$ cat src/rtl/arilla_pkg.sv
// Shared types, constants and helpers for arilla bus endpoints and the interconnect.
package arilla_pkg;

  typedef enum logic [1:0] {
    IDLE = 2'd0,
    WAIT = 2'd1,
    DONE = 2'd2
  } arilla_target_state_e;

  // Read data returned when a local peripheral never answers.
  localparam logic [31:0] ARILLA_ERROR_PATTERN = 32'hBADC_0FFE;

  function automatic logic [31:0] arilla_word_addr(input logic [31:0] byte_addr);
    return {2'b00, byte_addr[31:2]};
  endfunction

endpackage

$ cat src/rtl/arilla_window_decode.sv
// Word-address window hit compare; shared by bus targets and the interconnect.
module arilla_window_decode #(
  parameter int                      DataWidth    = 32,
  parameter int                      AddressWidth = 32,
  parameter logic [AddressWidth-1:0] BaseAddress  = 32'h1000_0000,
  parameter int                      WindowWords  = 16,
  localparam int                     ByteBits      = $clog2(DataWidth / 8),
  localparam int                     WordAddrWidth = AddressWidth - ByteBits,
  localparam int                     OffsetBits    = $clog2(WindowWords)
) (
  input  logic [WordAddrWidth-1:0] i_word_addr,
  output logic                     o_hit
);

  localparam logic [AddressWidth-1:0] BaseWord = BaseAddress >> ByteBits;

  // The base is window-aligned, so only the bits above the offset take part.
  assign o_hit = (i_word_addr[WordAddrWidth-1:OffsetBits] == BaseWord[WordAddrWidth-1:OffsetBits]);

endmodule

$ cat src/rtl/arilla_bus_target.sv
// Arilla bus responder: claims a fixed window and forwards it to a req/ack local port.
// Optional WAIT timeout with error read data is enabled by ARILLA_TARGET_TIMEOUT_EN.
module arilla_bus_target
  import arilla_pkg::*;
#(
  parameter int                      DataWidth     = 32,
  parameter int                      AddressWidth  = 32,
  parameter logic [AddressWidth-1:0] BaseAddress   = 32'h1000_0000,
  parameter int                      WindowWords   = 16,
  parameter int                      TimeoutCycles = 15,
  localparam int                     ByteBits      = $clog2(DataWidth / 8),
  localparam int                     WordAddrWidth = AddressWidth - ByteBits,
  localparam int                     OffsetBits    = $clog2(WindowWords),
  localparam int                     StrbWidth     = DataWidth / 8
) (
  input  logic                     clk,
  input  logic                     rst_n,
  input  logic [WordAddrWidth-1:0] bus_address,
  input  logic [DataWidth-1:0]     bus_wdata,
  input  logic [StrbWidth-1:0]     bus_byte_enable,
  input  logic                     bus_read,
  input  logic                     bus_write,
  output logic [DataWidth-1:0]     bus_rdata,
  output logic                     bus_available,
  output logic                     bus_intercept,
  output logic                     loc_req,
  output logic                     loc_write,
  output logic [OffsetBits-1:0]    loc_addr,
  output logic [DataWidth-1:0]     loc_wdata,
  output logic [StrbWidth-1:0]     loc_byte_enable,
  input  logic                     loc_ack,
  input  logic [DataWidth-1:0]     loc_rdata
);

  arilla_target_state_e   r_state;
  logic                   r_loc_req;
  logic                   r_loc_write;
  logic [OffsetBits-1:0]  r_loc_addr;
  logic [DataWidth-1:0]   r_loc_wdata;
  logic [StrbWidth-1:0]   r_loc_be;
  logic                   r_bus_available;
  logic [DataWidth-1:0]   r_bus_rdata;
  logic                   w_hit;
  logic                   w_expired;
  logic [DataWidth-1:0]   w_done_rdata;

  arilla_window_decode #(
    .DataWidth   (DataWidth),
    .AddressWidth(AddressWidth),
    .BaseAddress (BaseAddress),
    .WindowWords (WindowWords)
  ) u_decode (
    .i_word_addr(bus_address),
    .o_hit      (w_hit)
  );

  assign bus_intercept = w_hit & (bus_read | bus_write);

`ifdef ARILLA_TARGET_TIMEOUT_EN
  localparam int                    CntWidth = $clog2(TimeoutCycles + 1);
  localparam int                    ErrReps  = (DataWidth + 31) / 32;
  localparam logic [ErrReps*32-1:0] ErrWide  = {ErrReps{ARILLA_ERROR_PATTERN}};
  localparam logic [CntWidth-1:0]   CntLast  = CntWidth'(TimeoutCycles - 1);

  logic [CntWidth-1:0] r_wait_cnt;

  // Counter is held at zero outside WAIT, so it restarts on every WAIT entry.
  always_ff @(posedge clk or negedge rst_n) begin
    if (!rst_n) begin
      r_wait_cnt <= '0;
    end else if (r_state != WAIT) begin
      r_wait_cnt <= '0;
    end else begin
      r_wait_cnt <= r_wait_cnt + 1'b1;
    end
  end

  assign w_expired    = (r_wait_cnt == CntLast);
  assign w_done_rdata = r_loc_write ? '0 : (loc_ack ? loc_rdata : ErrWide[DataWidth-1:0]);
`else
  assign w_expired    = 1'b0;
  assign w_done_rdata = r_loc_write ? '0 : loc_rdata;
`endif

  always_ff @(posedge clk or negedge rst_n) begin
    if (!rst_n) begin
      r_state         <= IDLE;
      r_loc_req       <= 1'b0;
      r_loc_write     <= 1'b0;
      r_loc_addr      <= '0;
      r_loc_wdata     <= '0;
      r_loc_be        <= '0;
      r_bus_available <= 1'b0;
      r_bus_rdata     <= '0;
    end else begin
      r_bus_available <= 1'b0;
      r_bus_rdata     <= '0;
      case (r_state)
        IDLE: begin
          if (bus_intercept) begin
            r_loc_req   <= 1'b1;
            r_loc_write <= bus_write;
            r_loc_addr  <= bus_address[OffsetBits-1:0];
            r_loc_wdata <= bus_wdata;
            r_loc_be    <= bus_byte_enable;
            r_state     <= WAIT;
          end
        end
        WAIT: begin
          if (loc_ack || w_expired) begin
            r_loc_req       <= 1'b0;
            r_bus_available <= 1'b1;
            r_bus_rdata     <= w_done_rdata;
            r_state         <= DONE;
          end
        end
        DONE:    r_state <= IDLE;
        default: r_state <= IDLE;
      endcase
    end
  end

  assign loc_req         = r_loc_req;
  assign loc_write       = r_loc_write;
  assign loc_addr        = r_loc_addr;
  assign loc_wdata       = r_loc_wdata;
  assign loc_byte_enable = r_loc_be;
  assign bus_available   = r_bus_available;
  assign bus_rdata       = r_bus_rdata;

endmodule

$ cat config.mk
export PLATFORM = sky130hd
export DESIGN_NAME = arilla_bus_target
export DESIGN_NICKNAME = d
export VERILOG_FILES = /design/src/rtl/arilla_pkg.sv /design/src/rtl/arilla_window_decode.sv /design/src/rtl/arilla_bus_target.sv
export SDC_FILE = /design/constraint.sdc
export NUM_CORES = 1
export LEC_CHECK = 0
export BUFFER_PORTS_ARGS = -buffer_cell sky130_fd_sc_hd__buf_2
export CAP_MARGIN = 20
export CORE_MARGIN = 8
export CORE_UTILIZATION = 45
export CTS_BUF_LIST = sky130_fd_sc_hd__clkbuf_16
export DETAILED_ROUTE_END_ITERATION = 10
export PLACE_DENSITY = 0.93
export SKIP_LAST_GASP = 1
export SYNTH_ARGS = -nofsm -noshare
export SYNTH_HDL_FRONTEND = slang
export SYNTH_SLANG_ARGS = --single-unit
$ cat constraint.sdc
create_clock -name clk -period 2.8 [get_ports clk]
set_input_delay 0.28 -clock clk [delete_from_list [all_inputs] [get_ports clk]]
set_output_delay 0.28 -clock clk [all_outputs]
set_load 0.05 [all_outputs]
After elaboration in Yosys (flattened, before gate mapping). Index checks and enable logic that the tools add are counted.

Equal/unequal tests: 4. Muxes and demuxes: 11. Bitwise gates (word level): 2. Reductions and logical operators: 5.

Operators by type and width (count): 32-bit two-way mux (3); 26-bit by 23-bit == test with 1-bit output, second input constant (1); 1-bit two-way mux (4); 2-bit two-way mux (2); 2-bit inequality test, second input constant (2); 2-bit case mux with 2 select lines (1); 2-bit AND reduction (2); 3-bit AND reduction (1); 2-bit by 1-bit == test with 1-bit output, second input constant (1); 2-bit logical NOT (1); 1-bit case mux with 2 select lines (1); 2-bit nonzero test (1); 1-bit bitwise AND (1); 1-bit bitwise OR (1).

Register bits after elaboration: 77. Logic and storage cells: 30.

Logic depth before layout (Yosys ltp). Gate-level depths: netlist of the first run.

Depth after elaboration: 4. Depth in mapped cells: 5. Depth with buffers taken out: 4.

By module. A second synthesis of the first run with hierarchy kept.

Cells, all modules: 179. Area, all modules: 2971.6 µm².

Modules (own cells, without submodules): arilla_bus_target (instances 1, cells an instance 169, area each 2894.0 µm²); arilla_window_decode (instances 1, cells an instance 10, area each 77.6 µm²).

Least setup slack after synthesis of the first run. Ideal clock, no wire load.

Kind: input port to output port. Start point: in bus_address[7]. End point: out bus_intercept. Data arrival time: 1815 ps. Required time: 2520 ps. Setup slack: 705 ps. Stages: 3. Path through: nor4_2 o211ai_1 nor3_1.

Word-level cells in the longest chain between the ends: 2.

Ends and longest elaborated chain: start, declared (RTL line arilla_bus_target.sv:18) `input logic [WordAddrWidth-1:0] bus_address,`; 26-bit by 23-bit == test with 1-bit output (RTL line arilla_window_decode.sv:18) `assign o_hit = (i_word_addr[WordAddrWidth-1:OffsetBits] == BaseWord[WordAddrWidth-1:OffsetBits]);`; 1-bit bitwise AND (RTL line arilla_bus_target.sv:57) `assign bus_intercept = w_hit & (bus_read | bus_write);`; end, declared (RTL line arilla_bus_target.sv:25) `output logic bus_intercept,`.

No other way between the ends.

Worst setup path after layout of the first run.
Start point: in bus_address[24]. End point: reg r_loc_wdata[17] (netlist: loc_wdata[17]).

Word-level cells in the longest chain between the ends: 3.

Ends and longest elaborated chain: 26-bit by 23-bit == test with 1-bit output (RTL line arilla_window_decode.sv:18); 1-bit bitwise AND (RTL line arilla_bus_target.sv:57); 2-bit AND reduction (no source line); end signal, assigned (RTL line arilla_bus_target.sv:104) `r_loc_wdata <= bus_wdata;`; end, declared (RTL line arilla_bus_target.sv:39) `logic [DataWidth-1:0] r_loc_wdata;`.

No other way between the ends. A chain may end at the register's enable or synchronous reset.

==> flow_summary.toml, run 1 <==
[outcome]
status = "finished, final reports clean"

[routing]
drtIter0Drc = 24
drc_errors = 0
via_per_inst = 4.56
first_pass_iters = 4
wl_mm = 7.33
post_drt_wl_per_cell_um = 16.6
via_count = 2014
ant_nets = 0

[final_layout]
area_growth_pct = 45.8
multi_input_area_um2 = 793
nets = 465
drive_above_1_share_pct = 63.5
seq_area_um2 = 1930
final.fill_count = 439
utilization_pct = 68.2
diodes = 0

[die]
core_um2 = 5960
die_h_um = 94.7
die_w_um = 94.7
initial_core_util_pct = 46.7
rows = 28
die-area_um2 = 8960
ioPinCount = 179

[min_path]
hold_class = "in2async"

[sta]
finalHoldViolCount = 0
setup_violations = 0
timing.fmax_ghz = 0.498
worst_slack_ps = 791
slew_viol_final = 0
fin_skew_ps = 4.93
finalCritPeriodShare_pct = 71.8
fin_hold_ws_ps = 90.6
rsz0062_at_grt = "no"
fin_tns_setup_ps = 0
tightest_slew_ps = 916
post-route-min-period_ps = 2010
relSlewSlack_pct = 38.9

[power]
p_leak_nw = 2.46
p_clk_share_pct = 50.1
p_switching_w = 0.000470
p_per_area_nw_per_um2 = 595
vdd_drop_max_mv = 0.521
p_seq_share_pct = 46.0
swShare_pct = 19.5
p_total_w = 0.00242
power_frac_comb_pct = 3.8
p_int_w = 0.00195

[run]
max_cap_violations = 0

[critical_path]
end_kind = "flop"
crit_type = "in2reg"
startpoint_type = "input pin"
crit_fanout = 32
slowest_delay_ps = 420
crit_path_top_delay_cell = "nor4b_1"
cp_cell_sequence = "buf_2, nor4b_1, nand3_1, nor4b_4, buf_4, mux2_2"
cp.required_ps = 3000
cp.arrival_ps = 2200

[clocking]
ctsLongestPathBuffers = 2
cts_setup_buffers = 0
cts_tree = "built"
cts_root_buf = "clkbuf_16"
cts.sinks = 77
cts-resized-gates = 0
clk_latency_ps = 320
cts_hold_buf = 0
cts_max_level = 3
cts.clk_slew.worst_paths_ps = 60
cts_buffers = 9

[place]
port_buffers = 178
dp_hpwl_mm = 5.95
pre_cts_ws_ps = 427
place.gp.congestion = 0.776

[yosys]
ys_seq_area_share_pct = 69.2
synth_fp_nets = 280
synth_cell_type_count = 20
avgSynthCellArea_um2 = 15.7
synth_seq_cells = 77
syn_inst = 177
syn_area_um2 = 2780
yosysWarnings = 0

[grt]
antenna_found_initial = 0
grt_pass1_wl_mm = 11.1
track_usage_pct = 16.2
grt_pass1_vias = 2331
global_route.overflow_total = 0
grt_max_degree = 78
[stage by stage]
| step | cells | instance area, um2 |
|---|---|---|
| after floorplan | 177 | 2780 |
| final | 442 | 4060 |
| after detailed placement | 426 | 3740 |
| after global routing | 442 | 4060 |
| after CTS | 442 | 4060 |
| after global placement | 426 | 3740 |
[per-layer routing]
layer	GRT usage (%)	vias to the layer above	wire length, um
met5	0	-	0
met4	5.98	0	67
met3	8.33	6	1040
met2	27.3	114	3640
met1	17.0	926	2580
li1	-	968	-
[critical path, delay by kind of cell]
family                 cells  cell delay, ps
AND/OR/NAND/NOR            3            1000
multiplexers               1             400
buffers and inverters      2             500
[cell usage in the layout, fill, tap and decap left out, types with 2 or more instances in the layout]
| master | netlist | final |
|---|---|---|
| buf_4 | 0 | 4 |
| clkbuf_16 | 0 | 9 |
| clkinvlp_4 | 0 | 2 |
| inv_1 | 2 | 2 |
| buf_2 | 0 | 177 |
| mux2_2 | 33 | 33 |
| nor4_1 | 4 | 4 |
| nor2_1 | 3 | 3 |
| and2_1 | 32 | 32 |
| mux2_1 | 8 | 8 |
| dfrtp_1 | 77 | 77 |
| bufinv_16 | 0 | 2 |
[registers in the layout (all words and copies together), names as in the netlist]
name             cells
bus_rdata           32
r_state              2
loc_addr             4
loc_byte_enable      4
bus_available        1
loc_req              1
loc_write            1
loc_wdata           32
[synth_stat cells (all sizes together)]
library cell	n	area, um2
buf	4	45.0
o211ai	1	7.51
nand3b	1	7.51
nand3	1	5.00
a21o	1	7.51
nor3	1	5.00
inv	2	7.51
nor2	3	11.3
dfrtp	77	1930
or2	1	6.26
nand2	1	3.75
nor3b	1	7.51
mux2	41	462
nor4	5	37.5
nor4b	2	32.5
clkbuf	3	11.3
and2	32	200
[power by group through the flow]
stage	logic [W]	clock network (W)	registers (W)
2_1_floorplan	0.00000335	0	0.00113
3_3_place_gp	0.0000908	0	0.00113
3_5_place_dp	0.0000942	0	0.00113
4_1_cts	0.0000946	0.00124	0.00111
5_1_grt	0.000104	0.00130	0.00111
6_report	0.0000919	0.00121	0.00111
[cell families (layout without fill, tap and decap cells)]
| kind of cell | Yosys count | in the layout | share of synthesized area, % |
|---|---|---|---|
| compound gates | 2 | 2 | 0.540 |
| buf+inv | 9 | 199 | 2.29 |
| flops | 77 | 77 | 69.2 |
| mux | 41 | 41 | 16.6 |
| simple gates | 48 | 48 | 11.4 |
[final cells by class]
| cell class | instances | share of cell area, % |
|---|---|---|
| repair buffers | 181 | 22.6 |
| inverters | 2 | 0.185 |
| clock inverters | 7 | 2.40 |
| clock buffers | 9 | 5.55 |
| multi-input cells | 91 | 19.5 |
| flip-flops and latches | 77 | 47.5 |
| well taps | 75 | 2.31 |
[path summary, 6_finish.rpt]
kind,startpoint,end,slack [ps],cells after the start
max in group asynchronous,rst_n,loc_byte_enable[0],2110,1
min reg2reg,loc_req,loc_req,480,1
max,bus_address[24],loc_wdata[17],790,6
max reg2reg,r_state[0],loc_wdata[17],1110,4
min in group clk,loc_rdata[22],bus_rdata[22],160,2
min,rst_n,loc_wdata[16],90,1
Power figures use the tool's default switching activity.
==> inputs of run 2 (changes only) <==
- CORE_UTILIZATION: 45 -> 42
- PLACE_DENSITY: 0.93 -> 0.89
- clock period: 2.8 -> 2.1 ns (I/O delays scaled with it)
==> run 2 against run 1 <==
Effect of this change: clock power grew 40%; register-to-register slack lost 550 ps; first-iteration DRC count grew 46%; core utilization shrank 4.0 points; sequential share of layout area shrank 0.46 points; highest routed layer unchanged; die area grew 5.9%; design area grew 0.99%; global-route usage shrank 0.18 points; sequential power grew 33%; worst hold slack lost 4.0 ps; clock skew grew 1.3 ps.
==> flow_summary.toml, run 2 (same netlist as run 1, synthesis figures left out) <==
[sta]
fin_tns_setup_ps = 0
tightest_slew_ps = 427
timing.fmax_ghz = 0.617
finalHoldViolCount = 0
finalCritPeriodShare_pct = 77.2
rsz0062_at_grt = "no"
relSlewSlack_pct = 71.4
post-route-min-period_ps = 1620
slew_viol_final = 0
fin_skew_ps = 6.20
fin_hold_ws_ps = 86.6
setup_violations = 0

[clocking]
clk_latency_ps = 330
cts-resized-gates = 0
cts.sinks = 77
cts_buffers = 9
cts_max_level = 3
cts_tree = "built"
cts_root_buf = "clkbuf_16"
cts.clk_slew.worst_paths_ps = 60
ctsLongestPathBuffers = 2
cts_setup_buffers = 0

[min_path]
hold_class = "in2reg"
hold_end = "bus_rdata[6]"
hp-start = "loc_rdata[6]"
worstHoldPathCells = 2

[routing]
post_drt_wl_per_cell_um = 16.8
wl_mm = 7.48
via_count = 2039
first_pass_iters = 4
drc_errors = 0
via_per_inst = 4.57
drtIter0Drc = 35
ant_nets = 0

[die]
ioPinCount = 179
die_h_um = 97.4
die-area_um2 = 9490
initial_core_util_pct = 43.6
core_um2 = 6390
die_w_um = 97.4
rows = 29

[grt]
grt_util_met3_pct = 8.61
grt_pass1_vias = 2408
grt-busiest-layer = "met2"
global_route.overflow_total = 0
antenna_found_initial = 0
track_usage_pct = 16.0
grtUsageMet1_pct = 15.9
use_met2_pct = 27.6
grt_max_degree = 45
grt_pass1_wl_mm = 12.1

[critical_path]
rr_startpoint = "r_state[0]"
end_kind = "flop"
r2r-end = "loc_wdata[31]"
crit_fanout = 22
crit_type = "in2reg"
startpoint_type = "input pin"
r2r_cells = 4
cp.required_ps = 2300
cp.arrival_ps = 1820
regToRegSetupSlack_ps = 560

[power]
vdd_drop_max_mv = 0.712
p_total_w = 0.00331
p_leak_nw = 2.49
p_per_area_nw_per_um2 = 806

[place]
place.gp.congestion = 0.749
port_buffers = 178

[final_layout]
drive_above_1_share_pct = 62.3
final_common_cell = "buf_2"
layout_common_cells = "177 x buf_2, 77 x dfrtp_1, 33 x mux2_2"
nets = 467
diodes = 0
area_growth_pct = 47.3

[run]
max_cap_violations = 0

[outcome]
status = "finished, final reports clean"
## run 2: power breakdown
part | switching [W] | leakage, nW | internal, W
Combinational | 0.0000533 | 1.25 | 0.0000738
Clock | 0.000552 | 0.163 | 0.00114
Sequential | 0.000000000291 | 1.08 | 0.00148
Total | 0.000605 | 2.49 | 0.00270
## run 2: through the flow
step	std cells	instance area [um2]	utilization [%]	worst slack [ps]
after floorplan	177	2780	-	145
after global placement	429	3760	58.9	181
after detailed placement	429	3760	58.9	128
after CTS	446	4100	64.2	469
after global routing	446	4100	64.2	374
final	446	4100	64.2	478
## run 2: what timing repair did
action	in CTS	in global routing
endpoints found under the setup margin	0	0
hold buffers	1	0
hold endpoints to repair	33	0
## run 2: worst max-delay path, stage by stage
cell	delay [ps]
buf_2	100
nor4_2	250
o211ai_1	220
nor4b_4	310
buf_4	340
mux2_2	380
## run 2: how the worst max path moves through the flow
stage | startpoint | end | slack [ps] | cells past startpoint
floorplan | bus_address[7] | bus_intercept | 140 | 3
global placement | bus_address[7] | loc_addr[1] | 180 | 6
detailed placement | bus_address[7] | loc_wdata[31] | 130 | 6
CTS | bus_address[7] | loc_wdata[31] | 470 | 6
global route | bus_address[7] | loc_wdata[31] | 370 | 6
finish | bus_address[7] | loc_wdata[31] | 480 | 6
## run 2: final cells by class
cell class,instances,area [um2]
Fill cell,519,2290
Timing Repair Buffer,183,946
Multi-Input combinational cell,91,793
Tap cell,77,96.3
Sequential cell,77,1930
Clock buffer,9,225
Inverter,2,7.51
Clock inverter,7,105
## run 2: metal layers
layer | wire (um) | vias up
met5 | 0 | -
met4 | 85 | 0
met3 | 843 | 9
met2 | 3850 | 107
met1 | 2700 | 950
li1 | - | 973
